**config.mk**
```make
export PLATFORM = sky130hd
export DESIGN_NAME = fetch_unit_flat
export DESIGN_NICKNAME = d
export VERILOG_FILES = /design/src/rtl/fetch_if.sv /design/src/rtl/fetch_unit.sv /design/src/flat_wrapper.sv
export SDC_FILE = /design/constraint.sdc
export NUM_CORES = 1
export LEC_CHECK = 0
export ABC_CLOCK_PERIOD_IN_PS = 3000
export CAP_MARGIN = 20
export CORE_ASPECT_RATIO = 0.5
export CORE_MARGIN = 2
export CORE_UTILIZATION = 45
export CTS_CLUSTER_DIAMETER = 200
export DETAILED_ROUTE_END_ITERATION = 16
export PLACE_DENSITY = 0.84
export SKIP_LAST_GASP = 1
export SYNTH_ARGS = -nofsm -noshare
export SYNTH_HDL_FRONTEND = slang
export SYNTH_SLANG_ARGS = --single-unit
```
**constraint.sdc**
```tcl
create_clock -name i_clk -period 3 [get_ports i_clk]
set_clock_uncertainty 0.15 [all_clocks]
set_input_delay 0.3 -clock i_clk [delete_from_list [all_inputs] [get_ports i_clk]]
set_output_delay 0.3 -clock i_clk [all_outputs]
set_load 0.02 [all_outputs]
```
**src/rtl/fetch_if.sv**
```systemverilog
// fetch_if: handshake/bus bundle between the fetch unit and its environment.
//   start          : pulse that starts fetching from IDLE
//   imem_pc        : ROM address (fetch unit -> ROM)
//   imem_inst      : combinational ROM word for imem_pc
//   inst_out/pc    : instruction and its address presented to decode
//   inst_valid     : output register holds an instruction
//   inst_ready     : decode accepts the instruction this cycle
//   branch_taken   : one-cycle redirect request from execute
//   branch_target  : redirect address
//   halted         : halt instruction consumed, fetch stopped
// The master modport is the environment; the slave modport is the fetch unit.
interface fetch_if #(
    parameter int PC_W   = 8,
    parameter int INST_W = 9
);
    logic              start;
    logic [PC_W-1:0]   imem_pc;
    logic [INST_W-1:0] imem_inst;
    logic [INST_W-1:0] inst_out;
    logic [PC_W-1:0]   inst_pc;
    logic              inst_valid;
    logic              inst_ready;
    logic              branch_taken;
    logic [PC_W-1:0]   branch_target;
    logic              halted;
    modport master (
        output start, imem_inst, inst_ready, branch_taken, branch_target,
        input  imem_pc, inst_out, inst_pc, inst_valid, halted
    );
    modport slave (
        input  start, imem_inst, inst_ready, branch_taken, branch_target,
        output imem_pc, inst_out, inst_pc, inst_valid, halted
    );
endinterface

```
**src/rtl/fetch_unit.sv**
```systemverilog
// fetch_unit: instruction fetch front end with a one-entry valid/ready output register.
//   i_clk : clock, rising edge
//   i_rst : asynchronous active-high reset, clears all state
//   bus   : fetch_if.slave (ROM address/data, decode handshake, branch redirect, halted)
// Optional: define FETCH_WRAP_HALT_EN to stop fetching after the word at the
// last address instead of wrapping the PC to 0.
module fetch_unit #(
    parameter int                PC_W      = 8,
    parameter int                INST_W    = 9,
    parameter logic [PC_W-1:0]   START_PC  = '0,
    parameter logic [INST_W-1:0] HALT_INST = 9'h1FF
) (
    input  logic i_clk,
    input  logic i_rst,
    fetch_if.slave bus
);
    typedef enum logic [1:0] {S_IDLE, S_RUN, S_DRAIN, S_HALT} state_t;
    state_t            r_state, w_state;
    logic [PC_W-1:0]   r_pc, w_pc;
    logic [INST_W-1:0] r_inst, w_inst;
    logic [PC_W-1:0]   r_inst_pc, w_inst_pc;
    logic              r_valid, w_valid;
    logic              r_halted, w_halted;
    logic              w_fill, w_xfer, w_is_halt, w_stop;
    assign w_fill    = !r_valid || bus.inst_ready;
    assign w_xfer    = r_valid && bus.inst_ready;
    assign w_is_halt = bus.imem_inst == HALT_INST;
`ifdef FETCH_WRAP_HALT_EN
    // The last address is treated like a halt so the PC never wraps.
    assign w_stop = w_is_halt || (r_pc == {PC_W{1'b1}});
`else
    assign w_stop = w_is_halt;
`endif
    always_ff @(posedge i_clk or posedge i_rst) begin
        if (i_rst) begin
            r_state   <= S_IDLE;
            r_pc      <= START_PC;
            r_inst    <= '0;
            r_inst_pc <= '0;
            r_valid   <= 1'b0;
            r_halted  <= 1'b0;
        end else begin
            r_state   <= w_state;
            r_pc      <= w_pc;
            r_inst    <= w_inst;
            r_inst_pc <= w_inst_pc;
            r_valid   <= w_valid;
            r_halted  <= w_halted;
        end
    end
    // Branch is checked first in RUN/DRAIN so it overrides fill and transfer.
    always_comb begin
        w_state   = r_state;
        w_pc      = r_pc;
        w_inst    = r_inst;
        w_inst_pc = r_inst_pc;
        w_valid   = r_valid;
        w_halted  = r_halted;
        case (r_state)
            S_IDLE: w_state = bus.start ? S_RUN : S_IDLE;
            S_RUN: begin
                if (bus.branch_taken) begin
                    w_valid = 1'b0;
                    w_pc    = bus.branch_target;
                end else if (w_fill) begin
                    w_inst    = bus.imem_inst;
                    w_inst_pc = r_pc;
                    w_valid   = 1'b1;
                    w_pc      = w_stop ? r_pc : r_pc + PC_W'(1);
                    w_state   = w_stop ? S_DRAIN : S_RUN;
                end else if (w_xfer) begin
                    w_valid = 1'b0;
                end
            end
            S_DRAIN: begin
                if (bus.branch_taken) begin
                    w_valid = 1'b0;
                    w_pc    = bus.branch_target;
                    w_state = S_RUN;
                end else if (w_xfer) begin
                    w_valid  = 1'b0;
                    w_halted = 1'b1;
                    w_state  = S_HALT;
                end
            end
            default: w_state = S_HALT;
        endcase
    end
    assign bus.imem_pc    = r_pc;
    assign bus.inst_out   = r_inst;
    assign bus.inst_pc    = r_inst_pc;
    assign bus.inst_valid = r_valid;
    assign bus.halted     = r_halted;
endmodule
```
**src/flat_wrapper.sv**
```systemverilog
// flat-port wrapper written by rule: the top's interface ports become plain ports
module fetch_unit_flat 
#(
    parameter int                PC_W      = 8,
    parameter int                INST_W    = 9,
    parameter logic [PC_W-1:0]   START_PC  = '0,
    parameter logic [INST_W-1:0] HALT_INST = 9'h1FF
)
  (i_clk, i_rst, bus_start, bus_imem_inst, bus_inst_ready, bus_branch_taken, bus_branch_target, bus_imem_pc, bus_inst_out, bus_inst_pc, bus_inst_valid, bus_halted);
  fetch_if #(.PC_W(PC_W), .INST_W(INST_W)) bus_i ();
  input  logic i_clk;
  input  logic i_rst;
  input wire logic [$bits(bus_i.start)-1:0] bus_start;
  input wire logic [$bits(bus_i.imem_inst)-1:0] bus_imem_inst;
  input wire logic [$bits(bus_i.inst_ready)-1:0] bus_inst_ready;
  input wire logic [$bits(bus_i.branch_taken)-1:0] bus_branch_taken;
  input wire logic [$bits(bus_i.branch_target)-1:0] bus_branch_target;
  output wire logic [$bits(bus_i.imem_pc)-1:0] bus_imem_pc;
  output wire logic [$bits(bus_i.inst_out)-1:0] bus_inst_out;
  output wire logic [$bits(bus_i.inst_pc)-1:0] bus_inst_pc;
  output wire logic [$bits(bus_i.inst_valid)-1:0] bus_inst_valid;
  output wire logic [$bits(bus_i.halted)-1:0] bus_halted;
  assign bus_i.start = bus_start;
  assign bus_i.imem_inst = bus_imem_inst;
  assign bus_i.inst_ready = bus_inst_ready;
  assign bus_i.branch_taken = bus_branch_taken;
  assign bus_i.branch_target = bus_branch_target;
  assign bus_imem_pc = bus_i.imem_pc;
  assign bus_inst_out = bus_i.inst_out;
  assign bus_inst_pc = bus_i.inst_pc;
  assign bus_inst_valid = bus_i.inst_valid;
  assign bus_halted = bus_i.halted;
  fetch_unit #(.PC_W(PC_W), .INST_W(INST_W), .START_PC(START_PC), .HALT_INST(HALT_INST)) u_core (.i_clk(i_clk), .i_rst(i_rst), .bus(bus_i));
endmodule
```
==> metrics.md, run 1 <==
| Metric | Value |
|---|---|
| Outcome | `complete, no violations` |
| CP max stage cell | `or4_1` |
| Crit path launch type | `flip-flop` |
| Root buffer cell | `clkbuf_8` |
| Min Tclk post-route | `2300 ps` |
| P_sw | `872 uW` |
| Drt drc | `0` |
| Syn Nets | `157` |
| Final setup fails | `0` |
| Vias per std cell | `5.54` |
| Relative slew slack | `75.0%` |
| Fin. Hold Viols | `0` |
| Area occupied by multi-input gates | `674 um^2` |
| Total GRT Usage | `21.1%` |
| Die Span Y | `44.3 um` |
| Combinational Power Share | `51.0%` |
| Max-slew violation count | `0` |
| CTS Buffer Depth | `2` |
| Detail Placement HPWL | `2.57 mm` |
| Placement Cell Area | `1990 um^2` |
| Async SR Flop Fraction | `100%` |
| Distinct cells, synth | `31` |
| Cells after DPL | `218` |
| Die Area | `3740 um^2` |
| Seq/Total Area, Yosys | `49.7%` |
| Diode count | `0` |
| Fmax | `436 MHz` |
| CTS Hold Bufs | `0` |
| CP max FO | `9` |
| Die width | `84.5 um` |
| CP delay by family, top | `simple AND/OR/NAND/NOR gates` |
| WP buf/inv | `1` |
| Sequential Power Share | `33.0%` |
| PD cells | `1080 nW/um^2` |
| Sw frac | `38.7%` |
| Total clock sinks | `29` |
| Reg clk slew, reported paths | `70 ps` |
| Vias | `1,253` |
| Initial antenna violation count | `0` |
| H-tree levels | `2` |
| FP Rows | `14` |
| DRT iter0 DRCs | `46` |
| Starting Density | `47.9%` |
| Crit. path cell count | `6` |
| Drt pass-1 iters | `4` |
| RSZ-0062 raised after global routing | `no` |
| Crit Path Class | `flip-flop to flip-flop` |
| Vias in the first global route | `1,292` |
| Synth Flop Type | `dfrtp_1` |
| P&R area growth vs syn | `43.7%` |
| I/O Buffers | `48` |
| Cell Int Power | `1380 uW` |
| ANT nets after route | `0` |
| Drt wl/cell | `15.7 um` |
| VDD IR max | `0.000655 V` |
| TritonCTS Buffers | `5` |
| Tightest Pin Transition | `374 ps` |
| P_leak | `0.000892 uW` |
| Max Cap Viol | `0` |
| Critical Path Sink Type | `flip-flop` |
| First-pass GRT wire length | `6.04 mm` |
| Yosys warns | `0` |
| Crit path cell chain | `inv_1 -> ha_1 -> nand4b_1 -> or4_1 -> and2_4 -> mux2_4` |
| PostCTS Resize Cnt | `0` |
| Crit path required time | `3030 ps` |
| Routed WL | `3.55 mm` |
| Worst Path Arrival | `2320 ps` |
| Critical R2R Launch | `u_core.r_state[1]$_DFFE_PP0P_` |
| Cell area after synthesis | `1460 um^2` |
| GRT overflow | `0` |
| Core area | `3050 um^2` |
| Clk pwr share | `16.0%` |
| Finished Layout Cells | `226` |
| Setup Total Neg Slack | `0 ps` |
| Most frequent cells in the layout | `48 x clkdlybuf4s50_1, 29 x dfrtp_1, 20 x mux2_2, 9 x inv_1, 9 x o21ai_0` |
| Filler cells | `229` |
| Post-synthesis cell count | `130` |
| Reg2Reg Depth | `6` |
| Post-Layout Inst Area | `2100 um^2` |
| HP Class | `input pin to async pin` |
| Latest clock arrival within the worst-skew pair | `290 ps` |
| EDFF count, synth | `0` |
| Hold WS | `232 ps` |
| Fin crit share | `76.5%` |
| Largest net degree at the start of global routing | `30` |
| # IOs | `49` |
| Layout Nets | `212` |
| CTS tree | `done` |
| CP peak stage delay | `600 ps` |
| Placer Congestion | `0.838` |
| Syn Area/Cell | `11.2 um^2` |
| Setup repair bufs after CTS | `0` |
| Yosys reg bits | `29` |
| Seq. cell area | `726 um^2` |
| Crit path launch | `u_core.r_state[1]$_DFFE_PP0P_` |
| Share of layout cells above drive strength 1 | `19.9%` |
| Most common cell after layout, fill and taps aside | `clkdlybuf4s50_1` |
==> logic make-up after synthesis <==
group | after synthesis | synth area share [%]
compound gates | 31 | 13.6
fa+ha+maj | 5 | 4.29
buf+inv | 13 | 4.03
flops | 29 | 49.7
mux | 23 | 17.8
simple gates | 29 | 10.5
==> final cells by class <==
| class | instances | area share [%] |
|---|---|---|
| Sequential cell | 29 | 34.6 |
| Inverter | 9 | 1.61 |
| Multi-Input combinational cell | 88 | 32.2 |
| Clock buffer | 7 | 4.60 |
| Clock inverter | 1 | 0.239 |
| Tap cell | 40 | 2.39 |
| Timing Repair Buffer | 52 | 24.4 |
==> flip-flops by register name, indices dropped and copies added, names as in the netlist <==
| signal | cells |
|---|---|
| u_core.bus.inst_out | 9 |
| u_core.bus.imem_pc | 8 |
| u_core.bus.inst_pc | 8 |
| u_core.r_state | 2 |
| u_core.bus.halted | 1 |
| u_core.bus.inst_valid | 1 |
==> power groups by stage <==
stage          registers [uW]  logic [uW]  clock network [uW]
2_1_floorplan             935         453                   0
3_3_place_gp              741        1130                   0
3_5_place_dp              749        1150                   0
4_1_cts                   745        1160                 361
5_1_grt                   774        1240                 378
6_report                  745        1150                 361
==> tightest hold or removal path: stages <==
cell,delay (ps)
clkdlybuf4s50_1,390
inv_1,50
buf_4,330
==> path summary, 6_finish.rpt <==
path	endpoint	slack [ps]
max	u_core.bus.imem_pc[1]$_DFFE_PP0P_	700
min	u_core.bus.imem_pc[0]$_DFFE_PP0P_	230
max reg2reg	u_core.bus.imem_pc[1]$_DFFE_PP0P_	700
min reg2reg	u_core.bus.halted$_DFFE_PP0P_	330
max in group asynchronous	u_core.bus.imem_pc[3]$_DFFE_PP0P_	2200
min in group i_clk	u_core.bus.halted$_DFFE_PP0P_	330
==> cells in the mapped netlist (2+ instances only) <==
cell | instances | area share (%)
a211oi_1 | 2 | 1.0
a21oi_1 | 6 | 2.1
a22o_1 | 2 | 1.2
a31oi_1 | 5 | 2.1
buf_2 | 2 | 0.69
dfrtp_1 | 29 | 50
ha_1 | 5 | 4.3
inv_1 | 9 | 2.3
mux2_2 | 20 | 15
mux2i_1 | 2 | 1.4
nand2_1 | 7 | 1.8
nand3_1 | 5 | 1.7
nand4_1 | 3 | 1.3
nor2_1 | 4 | 1.0
nor2b_1 | 2 | 0.86
nor3_1 | 3 | 1.0
o21ai_0 | 9 | 3.1
o22ai_1 | 2 | 0.86
==> routing by layer <==
| layer | track usage, % | part of all wire (%) | up-vias |
|---|---|---|---|
| met2 | 33.1 | 48 | 27 |
| met1 | 28.1 | 46 | 629 |
| li1 | - | - | 587 |
| met4 | 9.84 | 2.1 | 0 |
| met5 | 0 | 0 | - |
| met3 | 5.60 | 3.8 | 10 |
==> metrics by stage <==
stage / utilization, % / power, uW / setup slack, ps
3_5_place_dp: 65.4 / 1900 / 540
5_1_grt: 68.8 / 2390 / 587
2_1_floorplan: - / 1390 / 875
4_1_cts: 68.8 / 2270 / 719
6_report: 68.8 / 2260 / 705
3_3_place_gp: 65.4 / 1870 / 589
No activity file was read; power rests on OpenSTA's default activity.
==> inputs of run 2 (changes only) <==
ABC_CLOCK_PERIOD_IN_PS = 2300   (was 3000)
clock period = 2.3 ns   (was 3 ns; I/O delays follow)
==> run 2 against run 1 <==
- worst setup slack got worse by 530 ps
- combinational power is 31% higher
- die area is the same
- final cell count increased by 1.3%
- sequential cell count unchanged
==> metrics.md, run 2 (synthesis results as in run 1) <==
| Metric | Value |
|---|---|
| Die Span Y | `44.3 um (unchanged)` |
| Vias in the first global route | `1,300 (+0.62%)` |
| FP Rows | `14 (unchanged)` |
| ANT nets after route | `0 (unchanged)` |
| Total GRT Usage | `20.4% (-0.71 points)` |
| Crit Path Class | `flip-flop to flip-flop` |
| Fin. Hold Viols | `0 (unchanged)` |
| Initial antenna violation count | `0 (unchanged)` |
| Post-Layout Inst Area | `2140 um^2 (+2.0%)` |
| Total Power | `3030 uW (+34%)` |
| Largest net degree at the start of global routing | `30 (unchanged)` |
| Combinational Power Share | `49.9% (-1.1 points)` |
| Die Area | `3740 um^2 (unchanged)` |
| VDD IR max | `0.000663 V (+1.2%)` |
| HP Class | `input pin to async pin` |
| Share of layout cells above drive strength 1 | `21.2% (+1.3 points)` |
| Starting Density | `47.9% (unchanged)` |
| DRT iter0 DRCs | `51 (+11%)` |
| Filler cells | `226 (-1.3%)` |
| RSZ-0062 raised after global routing | `no` |
| Placement Cell Area | `2020 um^2 (+1.1%)` |
| P_leak | `0.000909 uW (+1.9%)` |
| Core area | `3050 um^2 (unchanged)` |
| Crit path launch type | `flip-flop` |
| Crit path cell chain | `inv_1 -> ha_1 -> nand4b_1 -> or4_1 -> and2_4 -> mux2_4` |
| Most common cell after layout, fill and taps aside | `clkdlybuf4s50_1` |
| I/O Buffers | `48 (unchanged)` |
| # IOs | `49 (unchanged)` |
| Reg-to-reg slack, setup | `170 ps (-530 ps)` |
| Detail Placement HPWL | `2.51 mm (-2.4%)` |
| Placer Congestion | `0.856 (+2.2%)` |
| PostCTS Resize Cnt | `0 (unchanged)` |
| Reg2Reg Depth | `6 (unchanged)` |
| CTS tree | `done` |
| First-pass GRT wire length | `5.87 mm (-2.9%)` |
| Fin crit share | `92.5% (+16 points)` |
| Sequential Power Share | `31.9% (-1.1 points)` |
| Vias | `1,284 (+2.5%)` |
| PD cells | `1420 nW/um^2 (+32%)` |
| CP max stage cell | `or4_1` |
| P&R area growth vs syn | `46.5%` |
| Die width | `84.5 um (unchanged)` |
| CP delay by family, top | `simple AND/OR/NAND/NOR gates` |
| Setup Total Neg Slack | `0 ps (unchanged)` |
| CTS Buffer Depth | `2 (unchanged)` |
| Critical Path Sink Type | `flip-flop` |
| Setup repair bufs after CTS | `0 (unchanged)` |
| Clk pwr share | `18.2% (+2.2 points)` |
| Vias per std cell | `5.61 (+1.1%)` |
| Sw frac | `37.7% (-0.98 points)` |
| Place WS | `155 ps (-385 ps)` |
| GRT overflow | `0 (unchanged)` |
| Max reg flops | `9 (unchanged)` |
| Max Cap Viol | `0 (unchanged)` |
| Diode count | `0 (unchanged)` |
| Worst setup margin | `172 ps (-533 ps)` |
| H-tree levels | `2 (unchanged)` |
| WP buf/inv | `1 (unchanged)` |
| Min Tclk post-route | `2130 ps (-167 ps)` |
| Max-slew violation count | `0 (unchanged)` |
| Reg clk slew, reported paths | `70 ps (about the same)` |
| CTS Hold Bufs | `0 (unchanged)` |
| Final setup fails | `0 (unchanged)` |
| Worst Path Arrival | `2150 ps (-170 ps)` |
| Most frequent cells in the layout | `48 x clkdlybuf4s50_1, 29 x dfrtp_1, 20 x mux2_2, 9 x inv_1, 9 x o21ai_0` |
| CP peak stage delay | `460 ps (-140 ps)` |
| Outcome | `complete, no violations` |
| TritonCTS Buffers | `5 (unchanged)` |
| Hold WS | `169 ps (-63.2 ps)` |
| Relative slew slack | `75.3% (+0.29 points)` |
| R2r endpoint | `u_core.bus.imem_pc[1]$_DFFE_PP0P_` |
| Cell Int Power | `1890 uW (+37%)` |
| Fmax | `470 MHz (+7.9%)` |
| Drt drc | `0 (unchanged)` |
| Layout Nets | `215 (+1.4%)` |
| Tightest Pin Transition | `370 ps (-4.40 ps)` |
| Critical R2R Launch | `u_core.r_state[1]$_DFFE_PP0P_` |
| Drt pass-1 iters | `4 (unchanged)` |
| Root buffer cell | `clkbuf_8` |
| Drt wl/cell | `15.6 um (-0.89%)` |
| CP max FO | `7 (-2)` |
| Routed WL | `3.57 mm (+0.42%)` |
| P_sw | `1140 uW (+31%)` |
| Crit path required time | `2320 ps (-710 ps)` |
| Total clock sinks | `29 (unchanged)` |
| Latest clock arrival within the worst-skew pair | `280 ps (about the same)` |
==> run 2: changes by cell type in the layout (fill, tap and decap cells not counted) <==
| cell | delta |
|---|---|
| buf_4 | +3 |
| clkbuf_8 | -1 |
| bufinv_16 | +1 |
| clkinvlp_4 | +1 |
| clkinv_2 | -1 |
==> run 2: power groups by stage <==
stage / Combinational (uW) / Clock (uW) / Sequential [uW]
4_1_cts: 1530 / 560 / 966
5_1_grt: 1610 / 580 / 1010
3_5_place_dp: 1510 / 0 / 971
2_1_floorplan: 591 / 0 / 1220
6_report: 1510 / 552 / 966
3_3_place_gp: 1480 / 0 / 963
==> run 2: routing by layer <==
layer	routed length, um	track usage (%)	vias up
li1	-	-	598
met1	1610	25.2	645
met2	1740	34.5	34
met3	162	5.78	7
met4	48	8.89	0
met5	0	0	-
==> run 2: final cells by class <==
| cell class | instances | area [um^2] | area share (%) |
|---|---|---|---|
| Clock buffer | 6 | 82.6 | 3.86 |
| Clock inverter | 2 | 37.5 | 1.76 |
| Inverter | 9 | 33.8 | 1.58 |
| Multi-Input combinational cell | 88 | 674 | 31.6 |
| Sequential cell | 29 | 726 | 34.0 |
| Tap cell | 40 | 50.0 | 2.34 |
| Timing Repair Buffer | 55 | 533 | 24.9 |
==> run 2: worst max path at each step <==
stage | startpoint | endpoint | slack, ps | cells after the start
after floorplan | u_core.r_state[1]$_DFFE_PP0P_ | u_core.bus.imem_pc[1]$_DFFE_PP0P_ | 180 | 8
after global placement | bus_imem_inst[0] | u_core.bus.imem_pc[1]$_DFFE_PP0P_ | 180 | 5
after detailed placement | bus_imem_inst[7] | u_core.bus.imem_pc[1]$_DFFE_PP0P_ | 150 | 5
after CTS | u_core.r_state[1]$_DFFE_PP0P_ | u_core.bus.imem_pc[1]$_DFFE_PP0P_ | 200 | 6
after global routing | u_core.r_state[1]$_DFFE_PP0P_ | u_core.bus.imem_pc[2]$_DFFE_PP0P_ | 100 | 7
final | u_core.r_state[1]$_DFFE_PP0P_ | u_core.bus.imem_pc[1]$_DFFE_PP0P_ | 170 | 6
==> run 2: tightest hold or removal path, cell delays in order <==
cell and delay [ps]:
clkdlybuf4s50_1 390, inv_1 50, buf_4 340
==> run 2: through the flow <==
step / util (%) / std cells
2_1_floorplan: - / 130
3_3_place_gp: 66.2 / 221
3_5_place_dp: 66.2 / 221
4_1_cts: 70.1 / 229
5_1_grt: 70.1 / 229
6_report: 70.1 / 229
==> inputs of run 3 (changes only) <==
ABC_CLOCK_PERIOD_IN_PS = unset   (was 2300)
SKIP_LAST_GASP = unset   (was 1)
==> results of run 3 <==
No change in the layout: final DEF, timing and power equal those of run 2.
